**src/rtl/noc_params.sv**
```systemverilog
// Shared NoC router parameters: port count and the port direction type.
package noc_params;

    localparam int PORT_NUM = 5;

    typedef enum logic [2:0] {
        LOCAL,
        NORTH,
        SOUTH,
        WEST,
        EAST
    } port_t;

endpackage

```
**src/rtl/wormhole_switch_allocator_arb.sv**
```systemverilog
// Combinational round-robin arbiter: first request at or after ptr_i, cyclically.
module round_robin_arbiter #(
    parameter int N = 5,
    parameter int W = 3
) (
    input  logic [N-1:0] req_i,
    input  logic [W-1:0] ptr_i,
    output logic [N-1:0] gnt_o,
    output logic         valid_o
);

    always_comb begin
        logic found;
        int   idx;
        gnt_o = '0;
        found = 1'b0;
        idx   = 0;
        for (int k = 0; k < N; k++) begin
            idx = (int'(ptr_i) + k) % N;
            if (!found && req_i[idx]) begin
                gnt_o[idx] = 1'b1;
                found      = 1'b1;
            end
        end
    end

    assign valid_o = |req_i;

endmodule

```
**src/rtl/wormhole_switch_allocator.sv**
```systemverilog
// Wormhole switch allocator with per-output locks, round-robin and credits.
// Optional sticky credit overflow flag credit_err_o under SA_CREDIT_ERR_EN.
module wormhole_switch_allocator
    import noc_params::*;
#(
    parameter int PORT_NUM     = 5,
    parameter int BUFFER_DEPTH = 4
) (
    input  logic                                  clk,
    input  logic                                  rst,
    input  logic  [PORT_NUM-1:0]                  valid_i,
    input  port_t [PORT_NUM-1:0]                  out_port_i,
    input  logic  [PORT_NUM-1:0]                  head_i,
    input  logic  [PORT_NUM-1:0]                  tail_i,
    input  logic  [PORT_NUM-1:0]                  credit_i,
    output logic  [PORT_NUM-1:0]                  grant_o,
    output logic  [PORT_NUM-1:0]                  sel_valid_o,
`ifdef SA_CREDIT_ERR_EN
    output logic                                  credit_err_o,
`endif
    output logic  [PORT_NUM-1:0][$clog2(PORT_NUM)-1:0] sel_o
);

    localparam int SEL_W = $clog2(PORT_NUM);
    localparam int CNT_W = $clog2(BUFFER_DEPTH + 1);
    localparam logic [CNT_W-1:0] FULL = CNT_W'(BUFFER_DEPTH);
    localparam logic [SEL_W-1:0] LAST = SEL_W'(PORT_NUM - 1);

    logic [PORT_NUM-1:0]             lock_q, lock_d;
    logic [PORT_NUM-1:0][SEL_W-1:0]  owner_q, owner_d;
    logic [PORT_NUM-1:0][SEL_W-1:0]  ptr_q, ptr_d;
    logic [PORT_NUM-1:0][CNT_W-1:0]  cnt_q, cnt_d;
    logic [PORT_NUM-1:0]             ovf;

    logic [PORT_NUM-1:0] req      [PORT_NUM];
    logic [PORT_NUM-1:0] head_req [PORT_NUM];
    logic [PORT_NUM-1:0] arb_gnt  [PORT_NUM];
    logic                arb_vld  [PORT_NUM];
    logic [PORT_NUM-1:0] gnt      [PORT_NUM];

    // req[o][i]: input i has a flit headed for output o
    always_comb begin
        for (int o = 0; o < PORT_NUM; o++) begin
            for (int i = 0; i < PORT_NUM; i++) begin
                req[o][i] = valid_i[i] && (out_port_i[i] == port_t'(o));
            end
            head_req[o] = req[o] & head_i;
        end
    end

    for (genvar o = 0; o < PORT_NUM; o++) begin : g_arb
        round_robin_arbiter #(
            .N (PORT_NUM),
            .W (SEL_W)
        ) u_arb (
            .req_i   (head_req[o]),
            .ptr_i   (ptr_q[o]),
            .gnt_o   (arb_gnt[o]),
            .valid_o (arb_vld[o])
        );
    end

    always_comb begin
        for (int o = 0; o < PORT_NUM; o++) begin
            gnt[o] = '0;
            if (!rst && cnt_q[o] != '0) begin
                if (lock_q[o]) begin
                    if (req[o][owner_q[o]]) begin
                        gnt[o][owner_q[o]] = 1'b1;
                    end
                end else if (arb_vld[o]) begin
                    gnt[o] = arb_gnt[o];
                end
            end
        end
    end

    always_comb begin
        grant_o     = '0;
        sel_valid_o = '0;
        sel_o       = '0;
        for (int o = 0; o < PORT_NUM; o++) begin
            sel_valid_o[o] = |gnt[o];
            for (int i = 0; i < PORT_NUM; i++) begin
                if (gnt[o][i]) begin
                    grant_o[i] = 1'b1;
                    sel_o[o]   = SEL_W'(i);
                end
            end
        end
    end

    always_comb begin
        lock_d  = lock_q;
        owner_d = owner_q;
        ptr_d   = ptr_q;
        cnt_d   = cnt_q;
        ovf     = '0;
        for (int o = 0; o < PORT_NUM; o++) begin
            if (sel_valid_o[o]) begin
                if (lock_q[o]) begin
                    if (tail_i[owner_q[o]]) begin
                        lock_d[o] = 1'b0;
                    end
                end else begin
                    ptr_d[o] = (sel_o[o] == LAST) ? '0 : sel_o[o] + 1'b1;
                    if (!tail_i[sel_o[o]]) begin
                        lock_d[o]  = 1'b1;
                        owner_d[o] = sel_o[o];
                    end
                end
            end
            // a credit cancels a same-cycle grant; one beyond full is dropped
            if (credit_i[o] && !sel_valid_o[o]) begin
                if (cnt_q[o] == FULL) begin
                    ovf[o] = 1'b1;
                end else begin
                    cnt_d[o] = cnt_q[o] + 1'b1;
                end
            end else if (!credit_i[o] && sel_valid_o[o]) begin
                cnt_d[o] = cnt_q[o] - 1'b1;
            end
        end
    end

    always_ff @(posedge clk) begin
        if (rst) begin
            lock_q  <= '0;
            owner_q <= '0;
            ptr_q   <= '0;
            cnt_q   <= {PORT_NUM{FULL}};
        end else begin
            lock_q  <= lock_d;
            owner_q <= owner_d;
            ptr_q   <= ptr_d;
            cnt_q   <= cnt_d;
        end
    end

`ifdef SA_CREDIT_ERR_EN
    logic err_q;

    always_ff @(posedge clk) begin
        if (rst) begin
            err_q <= 1'b0;
        end else if (|ovf) begin
            err_q <= 1'b1;
        end
    end

    assign credit_err_o = err_q;
`else
    logic unused_ovf;
    assign unused_ovf = ^ovf;
`endif

endmodule

```
**config.mk**
```make
export PLATFORM = sky130hd
export DESIGN_NAME = wormhole_switch_allocator
export DESIGN_NICKNAME = d
export VERILOG_FILES = /design/src/rtl/noc_params.sv /design/src/rtl/wormhole_switch_allocator_arb.sv /design/src/rtl/wormhole_switch_allocator.sv
export SDC_FILE = /design/constraint.sdc
export NUM_CORES = 1
export LEC_CHECK = 0
export ABC_AREA = 1
export ABC_CLOCK_PERIOD_IN_PS = 10900
export BUFFER_PORTS_ARGS = -buffer_cell sky130_fd_sc_hd__buf_4
export CAP_MARGIN = 40
export CORE_MARGIN = 2
export CORE_UTILIZATION = 47
export DETAILED_ROUTE_END_ITERATION = 8
export GPL_ROUTABILITY_DRIVEN = 0
export GPL_TIMING_DRIVEN = 0
export PLACE_DENSITY = 0.67
export SETUP_SLACK_MARGIN = 0.3
export SYNTH_ARGS = -nofsm -noshare
export SYNTH_HDL_FRONTEND = slang
export SYNTH_SLANG_ARGS = --single-unit
```
**constraint.sdc**
```tcl
create_clock -name clk -period 10.9 [get_ports clk]
set_input_delay 0.545 -clock clk [delete_from_list [all_inputs] [get_ports clk]]
set_output_delay 0.545 -clock clk [all_outputs]
set_load 0.02 [all_outputs]
```
==> results.cfg <==
[outcome]
status = completed

[die]
dieArea_mm2 = 0.0311
pin_count = 62
die_x_um = 176
start_util_pct = 47.4
fp.coreArea_mm2 = 0.0295
rows = 63
die_h_um = 176

[clocking]
cts_resized = 0
htreeDepth = 2
tritoncts = built
cts_sinks = 50
cts_made_buffers = 5
clk_path_buf_depth = 2
root_buffer = clkbuf_16
cts-hold-fix-buffers = 0
worstSkewPairLatency_ns = 0.31
path_clk_slew_ns = 0.07
post_cts_buffers = 0

[yosys]
asyncSetResetFlopFracSynth_pct = 0
synth_edf_count = 0
syn-num-nets = 2691
synth_top_area_share_pct = 16.3
synth.area.top_cells = nand2_1 (16%), ha_1 (13%), inv_1 (10%)
synth_common_cells = nand2_1 (606), inv_1 (376), nor2_1 (279)
synth.yosys.seq_area_share_pct = 7.16
synthMostInstantiatedCell = nand2_1
synthFlopType = dfxtp_1
synth_area_mm2 = 0.0140
synth.distinct_cells = 77
ys.warnings.count = 0
syn_inst = 2505
synth_top_cell_by_area = nand2_1
syn_avg_cell_area_um2 = 5.58
yosys_register_bits = 50

[timing]
grt_setup_unrepaired = false
relSlewSlack_pct = 38.6
slew_viol_final = 0
fin_worst_skew_ns = 0.00614
hold_viol_final = 0
holdWs_ns = 0.483
min_period_ns = 6.53
period_share_pct = 59.9
tightestPinTransition_ns = 0.921
setup_tns_ns = 0
fmax_ghz = 0.153
setup_viol = 0

[setup_path]
cp.arrival_ns = 5.99
cp-end-kind = output pin
startpoint_type = flop
r2r_setup_slack_ns = 4.62
crit_top_cell = nand2_1
worstPathRequired_ns = 10.36
cp_max_fo = 10
timing.rr.start = ptr_q[6]$_SDFFE_PP0P_
cp_slowest_cell = dfxtp_1
slowest_delay_ns = 0.48
path_class = flop to output pin
setup.worst_path.start = ptr_q[6]$_SDFFE_PP0P_

[grt]
grt_overflow = 0
antenna_found_initial = 0
grt_max_degree = 16
globalRoute.busiestLayer = met2
grt_pass1_vias = 14700
globalRouteMet1Util_pct = 34.6
grt_usage_pct = 26.5
met3_usage_pct = 1.68
grt_use_met2_pct = 46.3
grt_pass1_wl_mm = 68.8

[routing]
post-route-drc-count = 0
dr_total_vias = 16200
drt_first_pass_iters = 6
post_drt_wl_per_cell_um = 14.2
drt_iter0_markers = 1198
routed_via_density = 5.48
routed_wl_mm = 42.1
ant_nets = 0

[run]
cap_violations = 0

[placed_design]
dpl_cell_area_mm2 = 0.0149
io_buffers = 61
dp_hpwl_mm = 34.6

[min_path]
worstHoldPathType = flop to flop
hold_path.startpoint = cnt_q[8]$_SDFFE_PP1P_

[final_layout]
drive_above_1_share_pct = 11.3
design_area_mm2 = 0.0151
synthToLayoutAreaGrowth_pct = 7.95
layout.nets = 2759
fill_cells = 3118
antenna_cells = 0
-- state kept, by name, summed over array words and instances, names as in the netlist --
| signal | count |
|---|---|
| cnt_q | 15 |
| lock_q | 5 |
| owner_q | 15 |
| ptr_q | 15 |
-- final timing paths --
kind,end,cells past startpoint
max,grant_o[4],31
min reg2reg,cnt_q[8]$_SDFFE_PP1P_,2
max reg2reg,cnt_q[8]$_SDFFE_PP1P_,37
min,cnt_q[8]$_SDFFE_PP1P_,2
-- cells in the final DEF, fill, tap and decap left out, types with 16 or more instances in the layout --
cell      Yosys  layout
nor2_1      279     279
nor3_1       67      67
xor2_1       36      36
nand2_2      68      68
a21oi_1     106     106
nor2_2       16      16
ha_1        144     144
inv_1       376     376
nand2_4      18      18
dfxtp_1      50      50
inv_2        36      36
buf_4         3      64
nand2_1     606     606
nand3b_1     16      16
nand3_1     270     270
o21ai_1      44      44
nand4_1      72      72
o21ai_0      99      99
-- through the flow --
| stage | utilization [%] | worst slack [ns] | std cells |
|---|---|---|---|
| after floorplan | - | 5.64 | 2505 |
| after global placement | 50.6 | 4.77 | 2956 |
| after detailed placement | 50.6 | 4.63 | 2956 |
| after CTS | 51.2 | 4.38 | 2964 |
| after global routing | 51.2 | 3.77 | 2964 |
| final | 51.2 | 4.37 | 2964 |
-- kinds of logic (layout without fill, tap and decap cells) --
logic type      Yosys count  in the layout  synth area share (%)
compound gates          354            354                  15.1
xor+xnor                 39             39                  2.55
fa+ha+maj               149            149                  13.6
buf+inv                 445            514                  12.5
flops                    50             50                  7.16
mux                       1              1                0.0806
simple gates           1467           1467                  49.0
-- worst max-delay path: cells and delay by family, from the launching register on --
family                     cells  cell delay, ns
adders and majority gates      3            0.87
and+or+nand+nor               17            1.97
xor gates and xnor gates       1            0.36
buffers and inverters          9            1.85
DFF                            1            0.48
AOI/OAI and AO/OA              1            0.13
-- layer usage --
metal  vias up  wire length [um]
met5         -                 0
met4         0              1310
met3        77              2430
met2       482             19500
met1      7364             18900
li1       8320                 -
-- final cells by class --
class,count,area (um^2),share of cell area (%)
repair buffers,61,458,3.04
clock inverters,3,40.0,0.265
well taps,390,488,3.23
multi-input cells,2010,11200,74.4
plain buffers,25,153,1.01
clock buffers,5,125,0.829
inverters,420,1600,10.6
flip-flops and latches,50,1000,6.64
Power is not shown: default switching activity piles up to over one toggle a cycle in this logic, so the estimate is an artifact.
